### src/rtl/vco_compare_sched.sv
// vco_compare_sched: settles, counts VCO1/VCO2 ticks over a fixed window, then reports which is faster
//   i_clk        system clock, rising edge
//   i_resetAll   asynchronous active-high reset
//   i_start      measurement request, honoured only in IDLE
//   i_cont       continuous mode, sampled in DONE to start a new round
//   i_vco1_tick  one-cycle VCO1 tick pulse, synchronous to i_clk
//   i_vco2_tick  one-cycle VCO2 tick pulse, synchronous to i_clk
//   o_busy       high in SETTLE, MEASURE and COMPARE
//   o_done       one-cycle pulse while results are fresh
//   o_vco1_fast  count1 > count2 for the last completed window
//   o_count1     VCO1 ticks of the last window (saturated)
//   o_count2     VCO2 ticks of the last window (saturated)
//   o_sat        a tick counter saturated in the last window
module vco_compare_sched #(
    parameter int SETTLE_CYCLES = 4,
    parameter int WIN_CYCLES    = 16,
    parameter int CNT_W         = 8
) (
    input  logic             i_clk,
    input  logic             i_resetAll,
    input  logic             i_start,
    input  logic             i_cont,
    input  logic             i_vco1_tick,
    input  logic             i_vco2_tick,
    output logic             o_busy,
    output logic             o_done,
    output logic             o_vco1_fast,
    output logic [CNT_W-1:0] o_count1,
    output logic [CNT_W-1:0] o_count2,
    output logic             o_sat
);
    localparam int MAXC = (SETTLE_CYCLES > WIN_CYCLES) ? SETTLE_CYCLES : WIN_CYCLES;
    localparam int CW   = $clog2(MAXC + 1);
    localparam logic [CW-1:0]    S_LAST = CW'(SETTLE_CYCLES - 1);
    localparam logic [CW-1:0]    W_LAST = CW'(WIN_CYCLES - 1);
    localparam logic [CNT_W-1:0] CMAX   = '1;

    typedef enum logic [2:0] {IDLE, SETTLE, MEASURE, COMPARE, DONE} state_t;

    state_t           state, next_state;
    logic [CW-1:0]    cyc;
    logic [CNT_W-1:0] cnt1, cnt2;
    logic             sat;
    logic             clear;

    // a new round begins from IDLE on start, or straight from DONE in continuous mode
    assign clear = (state == IDLE && i_start) || (state == DONE && i_cont);

    always_ff @(posedge i_clk or posedge i_resetAll) begin
        if (i_resetAll) state <= IDLE;
        else            state <= next_state;
    end

    always_comb begin
        next_state = state;
        case (state)
            IDLE:    next_state = i_start ? SETTLE : IDLE;
            SETTLE:  next_state = (cyc == S_LAST) ? MEASURE : SETTLE;
            MEASURE: next_state = (cyc == W_LAST) ? COMPARE : MEASURE;
            COMPARE: next_state = DONE;
            DONE:    next_state = i_cont ? SETTLE : IDLE;
            default: next_state = IDLE;
        endcase
    end

    always_comb begin
        o_busy = (state == SETTLE) || (state == MEASURE) || (state == COMPARE);
        o_done = (state == DONE);
    end

    always_ff @(posedge i_clk or posedge i_resetAll) begin
        if (i_resetAll)
            cyc <= '0;
        else if (clear || (state == SETTLE && cyc == S_LAST))
            cyc <= '0;
        else if (state == SETTLE || state == MEASURE)
            cyc <= cyc + 1'b1;
    end

    // a tick arriving while its counter is already full is dropped and flagged
    always_ff @(posedge i_clk or posedge i_resetAll) begin
        if (i_resetAll) begin
            cnt1 <= '0;
            cnt2 <= '0;
            sat  <= 1'b0;
        end else if (clear) begin
            cnt1 <= '0;
            cnt2 <= '0;
            sat  <= 1'b0;
        end else if (state == MEASURE) begin
            cnt1 <= cnt1 + CNT_W'(i_vco1_tick && cnt1 != CMAX);
            cnt2 <= cnt2 + CNT_W'(i_vco2_tick && cnt2 != CMAX);
            sat  <= sat | (i_vco1_tick && cnt1 == CMAX) | (i_vco2_tick && cnt2 == CMAX);
        end
    end

    always_ff @(posedge i_clk or posedge i_resetAll) begin
        if (i_resetAll) begin
            o_count1    <= '0;
            o_count2    <= '0;
            o_vco1_fast <= 1'b0;
            o_sat       <= 1'b0;
        end else if (state == COMPARE) begin
            o_count1    <= cnt1;
            o_count2    <= cnt2;
            o_vco1_fast <= cnt1 > cnt2;
            o_sat       <= sat;
        end
    end
endmodule
### config.mk
export PLATFORM = sky130hd
export DESIGN_NAME = vco_compare_sched
export DESIGN_NICKNAME = d
export VERILOG_FILES = /design/src/rtl/vco_compare_sched.sv
export SDC_FILE = /design/constraint.sdc
export NUM_CORES = 1
export LEC_CHECK = 0
export CAP_MARGIN = 20
export CORE_MARGIN = 4
export CORE_UTILIZATION = 38
export DETAILED_ROUTE_END_ITERATION = 8
export GPL_TIMING_DRIVEN = 0
export SLEW_MARGIN = 40
export SYNTH_ARGS = -nofsm -noshare
export SYNTH_HDL_FRONTEND = slang
export SYNTH_SLANG_ARGS = --single-unit
### constraint.sdc
create_clock -name i_clk -period 2.1 [get_ports i_clk]
set_clock_uncertainty 0.15 [all_clocks]
set_input_delay 0.315 -clock i_clk [delete_from_list [all_inputs] [get_ports i_clk]]
set_output_delay 0.315 -clock i_clk [all_outputs]
set_load 0.01 [all_outputs]
* Word-level counts from Yosys, hierarchy flattened
Cells that the tools add are included.
** Storage, ports and cells
- Register bits after elaboration :: 43
- Input bits :: 6
- Output and inout bits :: 20
- Logic and storage cells :: 52
** Cells by class
- Add/sub/neg operators :: 3
- Magnitude comparators :: 1
- Equality and inequality tests :: 10
- Multiplexer cells :: 13
- Bitwise gates (word level) :: 2
- Reduce and logical (&&, ||, !) cells :: 14
** Operator list (count)
- $mux W8 :: 4
- $add A8 B1 Y8 :: 2
- $eq A8 B8 Y1 const B :: 2
- $ne A8 B8 Y1 const B :: 2
- $pmux W3 S5 :: 1
- $mux W5 :: 2
- $gt A8 B8 Y1 :: 1
- $logic_and A1 B1 Y1 :: 7
- $eq A3 B2 Y1 const B :: 2
- $add A5 B1 Y5 const B :: 1
- $eq A5 B2 Y1 const B :: 1
- $eq A5 B4 Y1 const B :: 1
- $mux W1 :: 5
- $logic_or A1 B1 Y1 :: 4
- $reduce_bool A2 Y1 :: 2
- $eq A3 B1 Y1 const B :: 1
- $eq A3 B3 Y1 const B :: 1
- $logic_not A3 Y1 :: 1
- $mux W2 :: 1
- $or A1 B1 Y1 :: 2

* Logic depth before layout (Yosys ltp)
- Depth in word-level cells :: 6
- Mapped depth :: 9
- Gate-level depth less buffers :: 9

* Worst setup path before layout
Ideal clock, no wire load.
- Kind :: flip-flop to flip-flop
- Start :: register cnt2[4]
- End :: register cnt2[4]
- Setup time :: 0.121 ns
- Arrival :: 1.641 ns
- Required time :: 1.829 ns
- Path slack :: 0.188 ns
- Cell stages (with the launch flop) :: 10
- Buffers on the path :: 0
- Clock period less this slack :: 1.912 ns
- Path through :: dfrtp_1 nand4_1 nor3_1 nor2b_1 ha_1 ha_1 nand4bb_1 or3_1 xnor2_1 nor2_1
** On the way
- Longest elaborated chain between the ends :: 5
** RTL lines
- start: declaration :: RTL line 42 : logic [CNT_W-1:0] cnt1, cnt2;
- start signal: assignment :: RTL line 92 : cnt2 <= cnt2 + CNT_W'(i_vco2_tick && cnt2 != CMAX);
- $ne A8 B8 Y1 :: RTL line 92
- $logic_and A1 B1 Y1 :: RTL line 92
- $add A8 B1 Y8 (*) :: RTL line 92
- $mux W8 (*) :: RTL line 90 : end else if (state == MEASURE) begin
- $mux W8 (*) :: RTL line 86 : end else if (clear) begin
Mark *: on every way between the ends. The rest lies on a longest branch, timed or not. The select of a mux whose other input is x is not followed.
A chain may end at the register's enable or synchronous reset.

* Worst setup path in the final report
Ends and elaborated chain as after synthesis.

==> key figures <==
Routing
  • DRC errors left: 0
  • Antenna viol nets, final: 0
  • 1st-pass router iterations: 4
  • Via density: 4.98
  • DR WL/cell: 13.8 um
  • Routed vias: 1608
  • Initial DRC Count: 38
  • WL final: 4.45 mm

GRT
  • GRT Util Overall: 13.4%
  • Largest net degree at the start of global routing: 24
  • M2 GR Usage: 21.7%
  • Met3 usage in global routing: 3.65%
  • Busiest layer in global routing: met2
  • Met1 usage: 17.4%
  • Initial antenna violation count: 0
  • Global-route wire length before repair: 7.67 mm
  • GRT overflow: 0
  • Vias in the first global route: 1628

Synthesis
  • Post-synthesis sequential area ratio: 49.5%
  • Cell area after synthesis: 2170 um2
  • Syn_area_per_cell: 10.3 um2
  • Mapped Nets: 232
  • Synth top area share: 49.5%
  • Yosys reg bits: 43
  • XOR/XNOR Fraction of Synth Area: 4.84%
  • Mapped Cells: 212
  • Largest family of logic cells by synthesized area: simple AND/OR/NAND/NOR gates
  • Adder-Cell Fraction of Synth Area: 8.06%
  • Area leader, netlist: dfrtp_1
  • Post-synthesis compound-gate area fraction: 8.12%
  • Top FF cell, synth: dfrtp_1
  • Post-synth EDFFs: 0
  • Multiplexer share of the synthesized area: 6.45%
  • Fraction of registers with async set/reset: 100%
  • Ys Warns: 0
  • Yosys cell types: 37
  • Top cells by area, synth: dfrtp_1 50%, ha_1 8.1%, mux2_1 4.1%, xor2_1 3.2%, nor2_1 3.1%
  • Simple logic cell fraction of the synthesized area: 19.2%

Placement
  • Post-DP HPWL: 3.23 mm
  • Port buffer count: 25
  • Cell Area, Placed: 2540 um2
  • Placed cells: 310
  • RD Place Congestion: 0.800

Power
  • Sequential fraction of design power: 40.2%
  • Switching share of power: 33.6%
  • Maximum VDD drop: 0.000659 V
  • Internal cell power: 1.81 mW
  • Clk pwr share: 24.4%
  • Pwr/cell area: 1010 nW/um2
  • Psw: 918 uW
  • Leak: 1.22 nW
  • Gate power share: 35.5%

Clock tree
  • Num CTS Buffers: 5
  • Root buffer cell: clkbuf_8
  • CTS Hold Bufs: 0
  • Clock transition at path regs: 0.09 ns
  • CTS tree: built
  • H-tree Lvls: 2
  • Clock Latency Late Sink: 0.29 ns
  • Clock buffer depth: 2
  • CTS sink cnt: 43

Cells and area
  • Layout fillers: 547
  • Nets: 270
  • Final non-filler cell total: 323
  • Layout Cell Area excl Fill: 2710 um2
  • Area delta synth->final: 24.9%
  • # diodes: 0
  • Ratio of cells with drive above 1 in the final layout: 11.2%

Timing
  • Worst slew margin: 66.3%
  • Tcrit/Tclk final: 98.3%
  • Max Slew Vio Count: 0
  • # setup viols final: 0
  • Endpoints failing hold: 0
  • RSZ-0062 raised after global routing: yes
  • Upper clock frequency limit: 484 MHz
  • Fin Hold WS: 0.180 ns
  • Worst slew pin tran: 0.505 ns
  • Fin crit period: 2.06 ns

Floorplan
  • Die width: 83.6 um
  • Die area: 6990 um2
  • # rows: 27
  • Die height: 83.6 um
  • Number of top-level pins: 26
  • Core Footprint: 5540 um2
  • Initial Util: 39.2%

Outcome
  • Status: complete, no violations

Job
  • Maxcap violations: 0

Critical path
  • Crit-path max FO: 3
  • Critical path launch point type: flip-flop
  • Worst Path Arrival: 2.10 ns
  • Critical Path End Type: flip-flop
  • Data required time of the worst path: 2.13 ns
  • Crit path kind: reg -> reg

Worst hold path
  • Class of the worst hold path: in -> async
registers in the layout (all words and copies together), names as in the netlist:
| name | cells |
|---|---|
| state | 3 |
| cnt1 | 8 |
| o_sat | 1 |
| o_vco1_fast | 1 |
| o_count1 | 8 |
| cyc | 5 |
| sat | 1 |
| o_count2 | 8 |
| cnt2 | 8 |
power by group through the flow:
| stage | combinational, mW | clock (mW) | sequential (mW) |
|---|---|---|---|
| floorplan | 0.577 | 0 | 1.13 |
| global placement | 0.932 | 0 | 1.12 |
| detailed placement | 0.946 | 0 | 1.12 |
| CTS | 0.952 | 0.683 | 1.10 |
| global route | 1.09 | 0.714 | 1.12 |
| finish | 0.968 | 0.665 | 1.10 |
area by class of cell:
| type | instances | area, um2 | area share (%) |
|---|---|---|---|
| buffer | 5 | 23.8 | 0.876 |
| clock buffer | 6 | 82.6 | 3.04 |
| clock inverter | 2 | 35.0 | 1.29 |
| inverter | 14 | 55.1 | 2.03 |
| multi-input combinational | 148 | 1020 | 37.6 |
| sequential | 43 | 1080 | 39.7 |
| tap | 72 | 90.1 | 3.32 |
| timing repair buffer | 33 | 328 | 12.1 |
metal layers:
metal | share of wire [%] | vias up | wire length (um)
met1 | 48 | 770 | 2160
met2 | 46 | 23 | 2040
met5 | 0 | - | 0
met4 | 1.7 | 0 | 76
met3 | 4.1 | 8 | 183
li1 | - | 807 | -
worst paths after layout:
check,slack [ns],cells past startpoint,start,to
hold / removal,0.18,2,i_resetAll,o_count2[3]
setup / recovery,0.04,9,cnt2[4],cnt2[4]
setup reg to reg,0.04,9,cnt2[4],cnt2[4]
hold reg to reg,0.34,2,o_count1[0],o_count1[0]
max in group asynchronous,1.20,3,i_resetAll,state[1]
min in group i_clk,0.34,2,o_count1[0],o_count1[0]
per-stage QoR:
step,setup slack [ns],util (%),TNS (ns),power [mW]
CTS,0.0290,48.4,0,2.74
floorplan,0.188,-,0,1.70
finish,0.0359,49.0,0,2.73
global placement,-0.313,45.4,-13.73,2.05
detailed placement,-0.189,45.9,-0.388,2.07
global route,-0.0433,49.0,-0.0828,2.92
cells in the final DEF, fill, tap and decap left out, types with 2 or more instances in the layout:
master,synthesis,routed
o21ai_0,6,6
dlygate4sd2_1,0,2
o21ai_1,12,12
nand2b_1,3,3
clkbuf_8,0,6
o31ai_1,2,2
and3_1,3,3
nand3_1,9,9
xor2_1,8,8
buf_2,4,4
ha_1,14,14
and2_1,3,2
or3_1,3,3
nor2_1,18,18
nand2_1,16,16
a21oi_1,7,7
clkdlybuf4s50_1,0,23
dfrtp_1,43,41
xnor2_1,4,4
mux2i_1,5,5
dfrtp_2,0,2
nor2b_1,4,4
inv_1,14,12
buf_4,0,7
mux2_1,8,8
and4_1,3,3
nand4_1,5,5
synthesized netlist by cell type, types with 2 or more instances:
cell type  number
o21ai_0         6
and3_1          3
buf_2           4
or3_1           3
and4_1          3
mux2i_1         5
nor2_1         18
nand4_1         5
xor2_1          8
nand2_1        16
o21ai_1        12
inv_1          14
nand2b_1        3
and2_1          3
nor3_1          2
xnor2_1         4
ha_1           14
o31ai_1         2
a21oi_1         7
dfrtp_1        43
nor2b_1         4
clkbuf_1        3
nand3_1         9
mux2_1          8
cells by family after synthesis:
group,after synthesis
XOR/XNOR,12
adder cells (fa/ha/maj),14
buffers and inverters,21
AO/OA/AOI/OAI,32
multiplexers,13
AND/OR/NAND/NOR,77
flip-flops,43
critical path, stage by stage, from the launching register on:
cell       delay [ns]
dfrtp_1          0.40
nand4_1          0.17
nor3_2           0.08
nor2b_1          0.12
ha_1             0.19
ha_1             0.15
nand4bb_1        0.15
or3_1            0.35
xnor2_1          0.14
nor2_1           0.05
what timing repair did:
action,CTS,global route
setup buffers,3,4
gates resized for setup,4,3
endpoints found under the setup margin,4,5
hold endpoints to repair,0,0
pin swaps,1,1
No activity file was read; power rests on OpenSTA's default activity.
